`src/rtl/uart_echo_fifo.sv`:
```
// 8N1 UART core: oversampled receiver, transmitter, RX/TX byte FIFOs and an
// optional hardware echo of received bytes whose code lies in [ECHO_LO, ECHO_HI].

module uart_echo_fifo_buf #(
  parameter int DEPTH = 16
) (
  input  logic       clk,
  input  logic       rst_n,
  input  logic       push,
  input  logic [7:0] din,
  input  logic       pop,
  output logic [7:0] dout,
  output logic       empty,
  output logic       full
);
  localparam int AW = $clog2(DEPTH);

  logic [7:0]    mem [DEPTH];
  logic [AW-1:0] wr_ptr, rd_ptr;
  logic [AW:0]   count;
  logic          do_push, do_pop;

  // a push into a full FIFO is dropped even when a pop frees a slot that cycle
  assign empty   = (count == '0);
  assign full    = (count == (AW+1)'(DEPTH));
  assign do_push = push & ~full;
  assign do_pop  = pop & ~empty;
  assign dout    = mem[rd_ptr];

  always_ff @(posedge clk) begin
    if (do_push) mem[wr_ptr] <= din;
  end

  always_ff @(posedge clk or negedge rst_n) begin
    if (!rst_n) begin
      wr_ptr <= '0;
      rd_ptr <= '0;
      count  <= '0;
    end else begin
      if (do_push) wr_ptr <= wr_ptr + 1'b1;
      if (do_pop)  rd_ptr <= rd_ptr + 1'b1;
      case ({do_push, do_pop})
        2'b10:   count <= count + 1'b1;
        2'b01:   count <= count - 1'b1;
        default: count <= count;
      endcase
    end
  end
endmodule

// state    | meaning
// RX_IDLE  | line idle, looking for a low sample at a tick
// RX_START | timing to the middle of the start bit
// RX_DATA  | sampling 8 data bits LSB-first, one per bit period
// RX_STOP  | timing to the middle of the stop bit
// RX_WAIT  | framing error seen, waiting for the line to return high
// TX_IDLE  | nothing to send, pops the FIFO head when one is present
// TX_LOAD  | byte loaded, waiting for the next tick to begin the start bit
// TX_START | driving the start bit
// TX_DATA  | driving 8 data bits LSB-first
// TX_STOP  | driving the stop bit
module uart_echo_fifo #(
  parameter int         CLK_HZ     = 100_000_000,
  parameter int         BAUD       = 9600,
  parameter int         OVERSAMPLE = 16,
  parameter int         FIFO_DEPTH = 16,
  parameter bit         ECHO_EN    = 1'b1,
  parameter logic [7:0] ECHO_LO    = 8'h21,
  parameter logic [7:0] ECHO_HI    = 8'h7A
) (
  input  logic       clk,
  input  logic       rst_n,
  input  logic       RsRx,
  output logic       RsTx,
  output logic [7:0] rx_data,
  output logic       rx_valid,
  input  logic       rx_ready,
  input  logic [7:0] tx_data,
  input  logic       tx_valid,
  output logic       tx_ready,
  output logic       frame_err,
  output logic       rx_overrun,
  output logic       echo_drop,
  input  logic       err_clr
);
  localparam int DIV = CLK_HZ / (BAUD * OVERSAMPLE);
  localparam int DW  = (DIV > 1) ? $clog2(DIV) : 1;
  localparam int CW  = $clog2(OVERSAMPLE);
  localparam logic [CW-1:0] HALF_TC = CW'(OVERSAMPLE/2 - 1);
  localparam logic [CW-1:0] BIT_TC  = CW'(OVERSAMPLE - 1);

  typedef enum logic [2:0] {RX_IDLE, RX_START, RX_DATA, RX_STOP, RX_WAIT} rx_state_t;
  typedef enum logic [2:0] {TX_IDLE, TX_LOAD, TX_START, TX_DATA, TX_STOP} tx_state_t;

  logic [DW-1:0] div_cnt;
  logic          tick;
  logic [1:0]    rx_sync;
  logic          rx_s;

  rx_state_t     rx_state, rx_state_n;
  logic [CW-1:0] rx_cnt, rx_cnt_n;
  logic [2:0]    rx_bit, rx_bit_n;
  logic [7:0]    rx_sh, rx_sh_n;
  logic          rx_push, rx_push_n, frame_err_n;

  tx_state_t     tx_state, tx_state_n;
  logic [CW-1:0] tx_cnt, tx_cnt_n;
  logic [2:0]    tx_bit, tx_bit_n;
  logic [7:0]    tx_sh, tx_sh_n;
  logic          tx_line, tx_line_n, tx_pop;

  logic          rx_empty, rx_full, tx_empty, tx_full;
  logic          echo_push, tx_push;
  logic [7:0]    tx_din, tx_head;

  assign tick = (div_cnt == DW'(DIV - 1));
  assign rx_s = rx_sync[1];

  always_ff @(posedge clk or negedge rst_n) begin
    if (!rst_n) begin
      div_cnt <= '0;
      rx_sync <= 2'b11;
    end else begin
      div_cnt <= tick ? '0 : div_cnt + 1'b1;
      rx_sync <= {rx_sync[0], RsRx};
    end
  end

  always_ff @(posedge clk or negedge rst_n) begin
    if (!rst_n) begin
      rx_state  <= RX_IDLE;
      rx_cnt    <= '0;
      rx_bit    <= '0;
      rx_sh     <= '0;
      rx_push   <= 1'b0;
      frame_err <= 1'b0;
    end else begin
      rx_state  <= rx_state_n;
      rx_cnt    <= rx_cnt_n;
      rx_bit    <= rx_bit_n;
      rx_sh     <= rx_sh_n;
      rx_push   <= rx_push_n;
      frame_err <= frame_err_n;
    end
  end

  always_comb begin
    rx_state_n  = rx_state;
    rx_cnt_n    = rx_cnt;
    rx_bit_n    = rx_bit;
    rx_sh_n     = rx_sh;
    rx_push_n   = 1'b0;
    frame_err_n = 1'b0;
    case (rx_state)
      RX_IDLE: if (tick && !rx_s) begin
        rx_state_n = RX_START;
        rx_cnt_n   = HALF_TC;
      end
      RX_START: if (tick) begin
        if (rx_cnt != '0) rx_cnt_n = rx_cnt - 1'b1;
        else if (rx_s)    rx_state_n = RX_IDLE;
        else begin
          rx_state_n = RX_DATA;
          rx_cnt_n   = BIT_TC;
          rx_bit_n   = '0;
        end
      end
      RX_DATA: if (tick) begin
        if (rx_cnt != '0) rx_cnt_n = rx_cnt - 1'b1;
        else begin
          rx_sh_n  = {rx_s, rx_sh[7:1]};
          rx_cnt_n = BIT_TC;
          if (rx_bit == 3'd7) rx_state_n = RX_STOP;
          else                rx_bit_n   = rx_bit + 1'b1;
        end
      end
      RX_STOP: if (tick) begin
        if (rx_cnt != '0) rx_cnt_n = rx_cnt - 1'b1;
        else if (rx_s) begin
          rx_push_n  = 1'b1;
          rx_state_n = RX_IDLE;
        end else begin
          frame_err_n = 1'b1;
          rx_state_n  = RX_WAIT;
        end
      end
      RX_WAIT: if (rx_s) rx_state_n = RX_IDLE;
      default: rx_state_n = RX_IDLE;
    endcase
  end

  // echo shares the RX push cycle and pre-empts the host on the TX FIFO
  assign echo_push = ECHO_EN && rx_push && (rx_sh >= ECHO_LO) && (rx_sh <= ECHO_HI);
  assign tx_ready  = rst_n & ~tx_full & ~echo_push;
  assign tx_push   = echo_push | (tx_valid & tx_ready);
  assign tx_din    = echo_push ? rx_sh : tx_data;
  assign rx_valid  = ~rx_empty;

  uart_echo_fifo_buf #(.DEPTH(FIFO_DEPTH)) u_rx_fifo (
    .clk(clk), .rst_n(rst_n), .push(rx_push), .din(rx_sh), .pop(rx_ready),
    .dout(rx_data), .empty(rx_empty), .full(rx_full)
  );

  uart_echo_fifo_buf #(.DEPTH(FIFO_DEPTH)) u_tx_fifo (
    .clk(clk), .rst_n(rst_n), .push(tx_push), .din(tx_din), .pop(tx_pop),
    .dout(tx_head), .empty(tx_empty), .full(tx_full)
  );

  always_ff @(posedge clk or negedge rst_n) begin
    if (!rst_n) begin
      rx_overrun <= 1'b0;
      echo_drop  <= 1'b0;
    end else begin
      if (rx_push && rx_full) rx_overrun <= 1'b1;
      else if (err_clr)       rx_overrun <= 1'b0;
      if (echo_push && tx_full) echo_drop <= 1'b1;
      else if (err_clr)         echo_drop <= 1'b0;
    end
  end

  always_ff @(posedge clk or negedge rst_n) begin
    if (!rst_n) begin
      tx_state <= TX_IDLE;
      tx_cnt   <= '0;
      tx_bit   <= '0;
      tx_sh    <= '0;
      tx_line  <= 1'b1;
    end else begin
      tx_state <= tx_state_n;
      tx_cnt   <= tx_cnt_n;
      tx_bit   <= tx_bit_n;
      tx_sh    <= tx_sh_n;
      tx_line  <= tx_line_n;
    end
  end

  always_comb begin
    tx_state_n = tx_state;
    tx_cnt_n   = tx_cnt;
    tx_bit_n   = tx_bit;
    tx_sh_n    = tx_sh;
    tx_line_n  = tx_line;
    tx_pop     = 1'b0;
    case (tx_state)
      TX_IDLE: if (!tx_empty) begin
        tx_pop     = 1'b1;
        tx_sh_n    = tx_head;
        tx_state_n = TX_LOAD;
      end
      TX_LOAD: if (tick) begin
        tx_line_n  = 1'b0;
        tx_cnt_n   = BIT_TC;
        tx_state_n = TX_START;
      end
      TX_START: if (tick) begin
        if (tx_cnt != '0) tx_cnt_n = tx_cnt - 1'b1;
        else begin
          tx_line_n  = tx_sh[0];
          tx_cnt_n   = BIT_TC;
          tx_bit_n   = '0;
          tx_state_n = TX_DATA;
        end
      end
      TX_DATA: if (tick) begin
        if (tx_cnt != '0) tx_cnt_n = tx_cnt - 1'b1;
        else begin
          tx_cnt_n = BIT_TC;
          if (tx_bit == 3'd7) begin
            tx_line_n  = 1'b1;
            tx_state_n = TX_STOP;
          end else begin
            tx_sh_n   = {1'b0, tx_sh[7:1]};
            tx_line_n = tx_sh[1];
            tx_bit_n  = tx_bit + 1'b1;
          end
        end
      end
      TX_STOP: if (tick) begin
        if (tx_cnt != '0) tx_cnt_n = tx_cnt - 1'b1;
        else              tx_state_n = TX_IDLE;
      end
      default: tx_state_n = TX_IDLE;
    endcase
  end

  assign RsTx = tx_line;
endmodule

```
`config.mk`:
```
export PLATFORM = sky130hd
export DESIGN_NAME = uart_echo_fifo
export DESIGN_NICKNAME = d
export VERILOG_FILES = /design/src/rtl/uart_echo_fifo.sv
export SDC_FILE = /design/constraint.sdc
export NUM_CORES = 1
export LEC_CHECK = 0
export CAP_MARGIN = 20
export CORE_MARGIN = 3
export CORE_UTILIZATION = 50
export CTS_CLUSTER_DIAMETER = 200
export DETAILED_ROUTE_END_ITERATION = 8
export DONT_BUFFER_PORTS = 1
export GPL_ROUTABILITY_DRIVEN = 0
export HOLD_SLACK_MARGIN = 0.05
export SLEW_MARGIN = 15
export SYNTH_ARGS = -nofsm -noshare
export SYNTH_HDL_FRONTEND = slang
export SYNTH_HIERARCHICAL = 1
export SYNTH_SLANG_ARGS = --single-unit
export TNS_END_PERCENT = 10
```
`constraint.sdc`:
```
create_clock -name clk -period 4.6 [get_ports clk]
set_clock_uncertainty 0.15 [all_clocks]
set_input_delay 0.92 -clock clk [delete_from_list [all_inputs] [get_ports clk]]
set_output_delay 0.92 -clock clk [all_outputs]
set_load 0.05 [all_outputs]
```
Word level (Yosys, flattened, before mapping)
Memory sizes are Yosys's and may differ from the RTL's. Index checks and enable logic that the tools add are counted.

Register bits: 79. Bits in writable memories: 256. Input bits: 14. Output and inout bits: 14. Logic and storage cells: 207. Memories: 2.

Add/sub/neg operators: 13. $lt $le $gt $ge: 2. Eq/ne operators: 42. Muxes and demuxes: 81. Bitwise operators: 14. Reductions and logical operators: 32.

Memory list: u_rx_fifo.mem (words 16, width 8, rd ports 1, clocked after memory_dff 0, write ports 1, RTL line 18) `logic [7:0] mem [DEPTH];`; u_tx_fifo.mem (words 16, width 8, rd ports 1, clocked after memory_dff 0, write ports 1, RTL line 18).

Operators by type and width (number): $mux 3 (28); $mux 4 (13); $ne 2x2->1 const B (23); $mux 8 (5); $pmux 3 s5 (2); $mux 1 (23); $pmux 5 s2 (2); $reduce_and 9->1 (2); $add 4x1->4 const B (4); $pmux 4 s4 (1); $pmux 8 s2 (1); $reduce_and 7->1 (2); $reduce_bool 2->1 (7); $eq 3x2->1 const B (4); $eq 3x3->1 const B (4); $pmux 3 s2 (2); $pmux 4 s3 (1); $reduce_and 6->1 (2); $reduce_bool 4->1 (3); $add 10x1->10 const B (1); $add 5x1->5 const B (2); $eq 10x10->1 const B (1); $eq 5x5->1 const B (2); $logic_not 5->1 (2); other kinds (23) (47).

Depth between registers and ports, before layout
Gate-level depths: netlist of run 1.

Word-level depth: 10. Gate-level depth with buffers: 13. Gate-level depth less buffers: 12.

Cells and area by module
Netlist of run 1, hierarchy kept.

By module, submodules not included: uart_echo_fifo_buf at u_rx_fifo (times used 1, cells an instance 332, area an instance 5779.3 sq um, sequential area each 4169.0 sq um); uart_echo_fifo_buf at u_tx_fifo (times used 1, cells an instance 319, area an instance 5749.3 sq um, sequential area each 4169.0 sq um); uart_echo_fifo (times used 1, cells an instance 292, area an instance 2937.8 sq um, sequential area each 1330.0 sq um).

Worst setup path after synthesis of run 1
Ideal clock, no wire load.

Path kind: register to register. Start: register rx_sh[4]. End: register u_tx_fifo.count[4]. Library setup time: 0.080 ns. Arrival time: 3.009 ns. Data required time: 4.370 ns. Path slack: 1.361 ns. Cell stages (with the launch flop): 13. Buffers on the path: 0. Clock period less this slack: 3.239 ns. Cells stage by stage: dfrtp_1 > or4_1 > o21ai_2 > a21oi_1 > a31o_2 > a21boi_2 > inv_1 > ha_1 > ha_1 > a21o_1 > a21oi_1 > mux2i_1 > xnor2_1.

Longest elaborated chain between the ends: 10. Elaborated cells on any way between the ends: 13. Those cells by class: order compare: 2; eq/ne: 2; mux: 1; bitwise: 5; reduce/logical: 3.

Ends and longest elaborated chain: start, declared (RTL line 103) `logic [7:0] rx_sh, rx_sh_n;`; start signal, assigned (RTL line 141) `rx_sh <= rx_sh_n;`; $ge 8x6->1 (RTL line 193) `assign echo_push = ECHO_EN && rx_push && (rx_sh >= ECHO_LO) && (rx_sh <= ECHO_HI);`; $logic_and 1x1->1 (RTL line 193); $logic_and 1x1->1 (*) (RTL line 193); $not 1->1 (RTL line 194) `assign tx_ready = rst_n & ~tx_full & ~echo_push;`; $and 1x1->1 (RTL line 194); $and 1x1->1 (RTL line 195) `assign tx_push = echo_push | (tx_valid & tx_ready);`; $or 1x1->1 (*) (RTL line 195); named net tx_push (RTL line 113) `logic echo_push, tx_push;`; $and 1x1->1 (*) (RTL line 26) `assign do_push = push & ~full;`; $eq 2x1->1 / $eq 2x2->1 (equally long branches) (RTL line 42) `case ({do_push, do_pop})`; $pmux 5 s2 / $reduce_bool 2->1 (equally long branches); end signal, assigned (RTL line 43) `2'b10: count <= count + 1'b1;`; end signal, assigned (RTL line 44) `2'b01: count <= count - 1'b1;`; end signal, assigned (RTL line 45) `default: count <= count;`; end, declared (RTL line 20) `logic [AW:0] count;`.

Mark *: on every way through the listed nets, which the timed path passes. The rest lies on a longest branch. A chain may end at the register's enable or synchronous reset.

Final worst setup path of run 1
Start: register rx_sh[4]. End: output tx_ready.

Longest elaborated chain between the ends: 5. Elaborated cells on any way between the ends: 6. Those cells by class: order compare: 2; bitwise: 2; reduce/logical: 2.

Ends and longest elaborated chain: $ge 8x6->1 (RTL line 193); $logic_and 1x1->1 (RTL line 193); $logic_and 1x1->1 (*) (RTL line 193); $not 1->1 (*) (RTL line 194); $and 1x1->1 (*) (RTL line 194); end, declared (RTL line 80) `output logic tx_ready,`.

Every way passes the cells marked *; elsewhere a longest branch is shown, timed or not.

==> reports/metrics.yaml, run 1 <==
outcome: "complete, no violations"
ys_ff_latch: 335
async_flop_share_pct: 23.58
drc: 0
mostFrequentLayoutCell: "edfxtp_1"
cp_data_arrival_time_ns: 2.78
drive_above_1_share_pct: 15.64
clk_path_buf_depth: 3
antenna_found_initial: 3
cap_violations: 0
synth_cell_types: 68
yosys_most_used_dff: "edfxtp_1"
synth_nets: 985
rows: 61
period_minus_slack_ns: 3.850
crit_chain: "or4_1, o21ai_2, a21o_1, buf_4, and3_1"
clk_pin_slew_ns: 0.06
ys_seq_area_share_pct: 66.83
viasPerCell: 5.854
fin_cells: 1357
die-area_um2: 31010
first_pass_iters: 5
port_buffers: 0
grt_max_degree: 77
core-area_um2: 28160
slew-limit-headroom_pct: 24.42
rsz0062_at_grt: "no"
p_per_area_nw_per_um2: 483.7
root_buffer: "clkbuf_16"
r2r_slack_ns: 0.93
yosysWarnings: 6
first_global_vias: 8119
slew_viol_final: 0
cts.sinks: 335
rr_endpoint: "u_tx_fifo/count[4]$_DFFE_PN0P_"
critPathCaptureType: "output port"
timing.critical_path.from: "rx_sh[4]$_DFFE_PN0P_"
cts_tree: "built"
postCtsSetupBuffers: 0
setup_viol_count_final: 0
synth_edf_count: 256
final_nets: 995
avgRoutedWirePerCell_um: 22.65
vias: 7944
cts_made_buffers: 36
finalCoreUtilization_pct: 56.72
final_cell_mix: "edfxtp_1 (256), dfrtp_1 (74), mux2i_1 (61)"
r2r_start: "rx_sh[0]$_DFFE_PN0P_"
max_stage_delay_ns: 0.62
path_max_fanout: 21
critPathKind: "reg -> out"
drtIter0Drc: 599
dp.cells: 1286
power.leakage_nw: 5.379
ant_nets: 0
finalPower_mw: 7.727
worst_r2r_path_depth: 12
routed_wl_mm: 30.74
chipWidth_um: 176.1
grt_pass1_wl_mm: 47.61
track_usage_pct: 20.11
initial_core_util_pct: 51.37
syn_area_um2: 14470
hold_class: "in -> async"
hold_slack_ns: 0.1048
syn2layout_area_growth_pct: 10.43
h-tree-depth: 2
io_pins: 28
cp_data_required_time_ns: 3.53
ir_drop_mv: 0.3003
finalCritPeriodShare_pct: 83.68
startpoint_type: "register"
max_freq_ghz: 0.2598
crit_end: "tx_ready"
syn_area_per_cell_um2: 15.34
syn_inst: 943
die_y_um: 176.1
insertion_delay_ns: 0.52
setup_tns_ns: 0
worst_pin_slew_ns: 1.128
slowest_stage: "or4_1"
final-hold-violation-count: 0
dp_hpwl_mm: 20.01
grt_overflow_total: 0
==> flip-flops by register name, indices dropped and copies added (netlist names), 5 cells and up <==
register and cells:
u_tx_fifo/count 5, tx_sh 8, u_rx_fifo/mem 128, u_rx_fifo/count 5, rx_sh 8, u_tx_fifo/mem 128
div_cnt 10
==> stage by stage <==
step           instance area [um^2]  worst slack (ns)
4_1_cts                       15910            0.7247
6_report                      15980            0.7505
3_3_place_gp                  14770             1.102
3_5_place_dp                  14770            0.9970
5_1_grt                       15970            0.6175
2_1_floorplan                 14470             1.361
==> worst min path at each step <==
stage,start,endpoint,cells past startpoint
2_1_floorplan,rx_sync[0]$_DFF_PN1_,rx_sync[1]$_DFF_PN1_,0
3_3_place_gp,rx_sync[0]$_DFF_PN1_,rx_sync[1]$_DFF_PN1_,0
3_5_place_dp,rx_sync[0]$_DFF_PN1_,rx_sync[1]$_DFF_PN1_,0
4_1_cts,rst_n,RsTx$_DFFE_PN1P_,0
5_1_grt,rst_n,rx_sync[0]$_DFF_PN1_,0
6_report,rst_n,rx_sync[1]$_DFF_PN1_,0
==> synth_stat cells, drive strengths merged, types with 8 or more instances <==
master,number,area [um^2]
a21oi,27,146.4
a221oi,26,240.2
a22oi,18,135.1
a2bb2oi,10,87.58
buf,34,254.0
clkbuf,16,60.06
dfrtp,76,1902
edfxtp,256,7687
ha,26,325.3
inv,30,112.6
mux2,27,311.5
mux2i,61,610.6
mux4,32,720.7
nand2,46,175.2
nand2b,15,93.84
nand3,19,100.1
nand4,10,62.56
nor2,47,176.4
nor2b,8,50.05
nor3,15,86.34
o21ai,47,239.0
xnor2,23,201.4
==> power breakdown <==
group          total, mW  switching (mW)  internal (mW)
clock network       2.68            1.12           1.56
logic               1.35           0.770          0.579
registers           3.70           0.290           3.41
total               7.73            2.18           5.55
==> layer usage <==
metal  wire length, um  vias up  part of all wire, %  global-route usage [%]
li1                  -     3638                    -                       -
met1             13070     4071                   43                   27.24
met2             15410      191                   50                   33.69
met3              1563       44                  5.1                   3.570
met4               692        0                  2.3                   5.807
met5                 0        -                    0                       0
==> area by class of cell <==
cell class                 instances  area (um^2)
multi-input combinational        528         4392
clock buffer                      51        987.2
tap                              378        473.0
clock inverter                    12        117.6
inverter                          30        112.6
sequential                       335         9671
timing repair buffer              22        220.2
fill                            2171        12190
antenna                            1        2.502
==> cell families after synthesis <==
family | synth area share, %
flip-flops | 66.83
AND/OR/NAND/NOR | 6.989
AO/OA/AOI/OAI | 7.533
multiplexers | 11.36
buffers and inverters | 2.949
XOR/XNOR | 1.816
adder cells (fa/ha/maj) | 2.526
==> timing repair <==
| item | CTS | global route |
|---|---|---|
| hold buffers | 1 | 0 |
| gates resized for setup | 0 | 0 |
| endpoints found under the hold margin | 76 | 0 |
==> worst max-delay path, delay by kind of cell (launching register included) <==
family,cells,cell delay (ns)
AO/OA/AOI/OAI,2,0.30
buffers and inverters,1,0.17
flip-flops,1,0.58
AND/OR/NAND/NOR,2,1.21
(Power assumes the default switching activity.)
==> run 2, diff against run 1 <==
--- a/config.mk
+++ b/config.mk
@@ -13,6 +13,7 @@
 export DONT_BUFFER_PORTS = 1
 export GPL_ROUTABILITY_DRIVEN = 0
 export HOLD_SLACK_MARGIN = 0.05
+export PLACE_DENSITY = 0.68
 export SLEW_MARGIN = 15
 export SYNTH_ARGS = -nofsm -noshare
 export SYNTH_HDL_FRONTEND = slang
==> constraint.sdc (replaced) <==
create_clock -name clk -period 3.3 [get_ports clk]
set_clock_uncertainty 0.15 [all_clocks]
set_input_delay 0.66 -clock clk [delete_from_list [all_inputs] [get_ports clk]]
set_output_delay 0.66 -clock clk [all_outputs]
set_load 0.05 [all_outputs]
==> reports/metrics.yaml, run 2 (synthesis results as in run 1) <==
outcome: "complete, no violations"
setup_tns_ns: 0  # unchanged
use_met1_pct: 26.14  # -1.1 points
grt_max_degree: 80  # +3.9%
cts_made_buffers: 35  # -2.8%
cts_tree: "built"
worst_r2r_path_depth: 12  # unchanged
drive_above_1_share_pct: 18.63  # +3.0 points
routed_wl_mm: 28.61  # -6.9%
top_usage_layer: "met2"
holdPathStages: 1
clk_pin_slew_ns: 0.06  # about the same
initial_core_util_pct: 51.37  # unchanged
final-hold-violation-count: 0  # unchanged
syn2layout_area_growth_pct: 12.25
path_delay_family: "compound AO/OA/AOI/OAI gates"
min_to: "rx_overrun$_DFFE_PN0P_"
chipWidth_um: 176.1  # unchanged
first_pass_iters: 5  # unchanged
avgRoutedWirePerCell_um: 20.67  # -8.7%
max_stage_delay_ns: 0.54  # -0.08 ns
timing.final.ws_setup_ns: 0.06625  # -0.6842 ns
clk_path_buf_depth: 3  # unchanged
h-tree-depth: 2  # unchanged
die_y_um: 176.1  # unchanged
finalCritPeriodShare_pct: 97.99
fin_cells: 1384  # +2.0%
p_per_area_nw_per_um2: 675.3  # +40%
ir_drop_mv: 0.5282  # +76%
r2r_start: "rx_sh[4]$_DFFE_PN0P_"
rr_endpoint: "u_tx_fifo/count[4]$_DFFE_PN0P_"
cp_data_required_time_ns: 2.49  # -1.04 ns
grt_overflow_total: 0  # unchanged
mostFrequentLayoutCell: "edfxtp_1"
slew-limit-headroom_pct: 28.08  # +3.7 points
worst_pin_slew_ns: 1.071  # -0.05704 ns
finalCoreUtilization_pct: 57.66  # +0.93 points
rsz0062_at_grt: "yes"
io_pins: 28  # unchanged
rows: 61  # unchanged
crit_buf_inv: 1  # unchanged
finalPower_mw: 10.97  # +42%
r2r_slack_ns: 0.13  # -0.80 ns
gr-usage-met3_pct: 4.000  # +0.43 points
viasPerCell: 5.743  # -1.9%
dp_hpwl_mm: 18.22  # -9.0%
vias: 7949  # +0.063%
cts.sinks: 335  # unchanged
setup_viol_count_final: 0  # unchanged
cp_data_arrival_time_ns: 2.42  # -0.36 ns
postCtsSetupBuffers: 0  # unchanged
dp.cells: 1313  # +2.1%
nFillCells: 2156  # -0.69%
die-area_um2: 31010  # unchanged
use_met2_pct: 29.91  # -3.8 points
final_nets: 1020  # +2.5%
top_regs: "u_rx_fifo/mem (128), u_tx_fifo/mem (128), div_cnt (10)"
hp-start: "err_clr"
final_cell_mix: "edfxtp_1 (256), dfrtp_1 (74), mux2i_1 (61)"
period_minus_slack_ns: 3.234
crit_chain: "and2_1, a221oi_1, a22oi_1, nand2_1, buf_4"
drc: 0  # unchanged
hold_class: "in -> reg"
critPathCaptureType: "output port"
antenna_found_initial: 2  # -1
slew_viol_final: 0  # unchanged
placed_area_um2: 14990  # +1.5%
power.leakage_nw: 5.524  # +2.7%
track_usage_pct: 18.80  # -1.3 points
hold_slack_ns: 0.09474  # -0.01004 ns
path_max_fanout: 12  # -43%
startpoint_type: "register"
grt_pass1_wl_mm: 45.33  # -4.8%
root_buffer: "clkbuf_16"
drtIter0Drc: 651  # +8.7%
dp_slack_ns: 0.01403  # -0.9829 ns
stdcell_area_um2: 16240  # +1.6%
insertion_delay_ns: 0.52  # about the same
max_freq_ghz: 0.3092
core-area_um2: 28160  # unchanged
ant_nets: 0  # unchanged
port_buffers: 0  # unchanged
cap_violations: 0  # unchanged
slowest_stage: "dfrtp_1"
critPathKind: "reg -> out"
first_global_vias: 7990  # -1.6%
## run 2: cell types whose count changed in the layout (fill, tap and decap cells not counted), moves of 4 or more
cell      change
buf_4        +24
buf_6         -6
clkbuf_1      -5
clkinv_2      +4
nor3_1        +4
nor3_2        -4
## run 2: per-layer routing
layer	vias to the layer above	share of wire [%]
li1	3690	-
met5	-	0
met3	59	6.2
met4	0	2.5
met2	229	48
met1	3971	43
## run 2: what timing repair did
item,4_1_cts,5_1_grt
gates resized for setup,2,7
hold buffers,3,0
setup endpoints to repair,8,23
hold endpoints to repair,80,0
## run 2: how the worst max path moves through the flow
| stage | startpoint | to | slack, ns | depth (start not counted) |
|---|---|---|---|---|
| floorplan | rx_sh[4]$_DFFE_PN0P_ | u_tx_fifo/count[4]$_DFFE_PN0P_ | 0.06 | 12 |
| global placement | rx_sh[2]$_DFFE_PN0P_ | u_tx_fifo/count[4]$_DFFE_PN0P_ | 0.08 | 13 |
| CTS | rx_sh[2]$_DFFE_PN0P_ | u_tx_fifo/mem[2][5]$_DFFE_PP_ | 0.01 | 9 |
| global route | u_rx_fifo/rd_ptr[2]$_DFFE_PN0P_ | rx_data[1] | -0.05 | 5 |
| detailed placement | rx_sh[2]$_DFFE_PN0P_ | u_tx_fifo/mem[0][2]$_DFFE_PP_ | 0.01 | 9 |
| finish | u_rx_fifo/rd_ptr[2]$_DFFE_PN0P_ | rx_data[6] | 0.07 | 5 |
## run 2: where the power goes
part / switching (mW) / leakage, nW / internal, mW / total (mW)
Combinational: 1.21 / 1.91 / 0.917 / 2.13
Clock: 1.56 / 0.556 / 2.27 / 3.84
Sequential: 0.249 / 3.05 / 4.75 / 5.00
## run 2: cell type report
cell class / instances / area (um^2) / share of cell area [%]
well taps: 378 / 473.0 / 2.913
clock buffers: 45 / 943.4 / 5.810
multi-input cells: 528 / 4412 / 27.17
repair buffers: 48 / 427.9 / 2.635
clock inverters: 18 / 193.9 / 1.194
diodes: 2 / 5.005 / 0.03082
flip-flops and latches: 335 / 9671 / 59.55
inverters: 30 / 112.6 / 0.6935
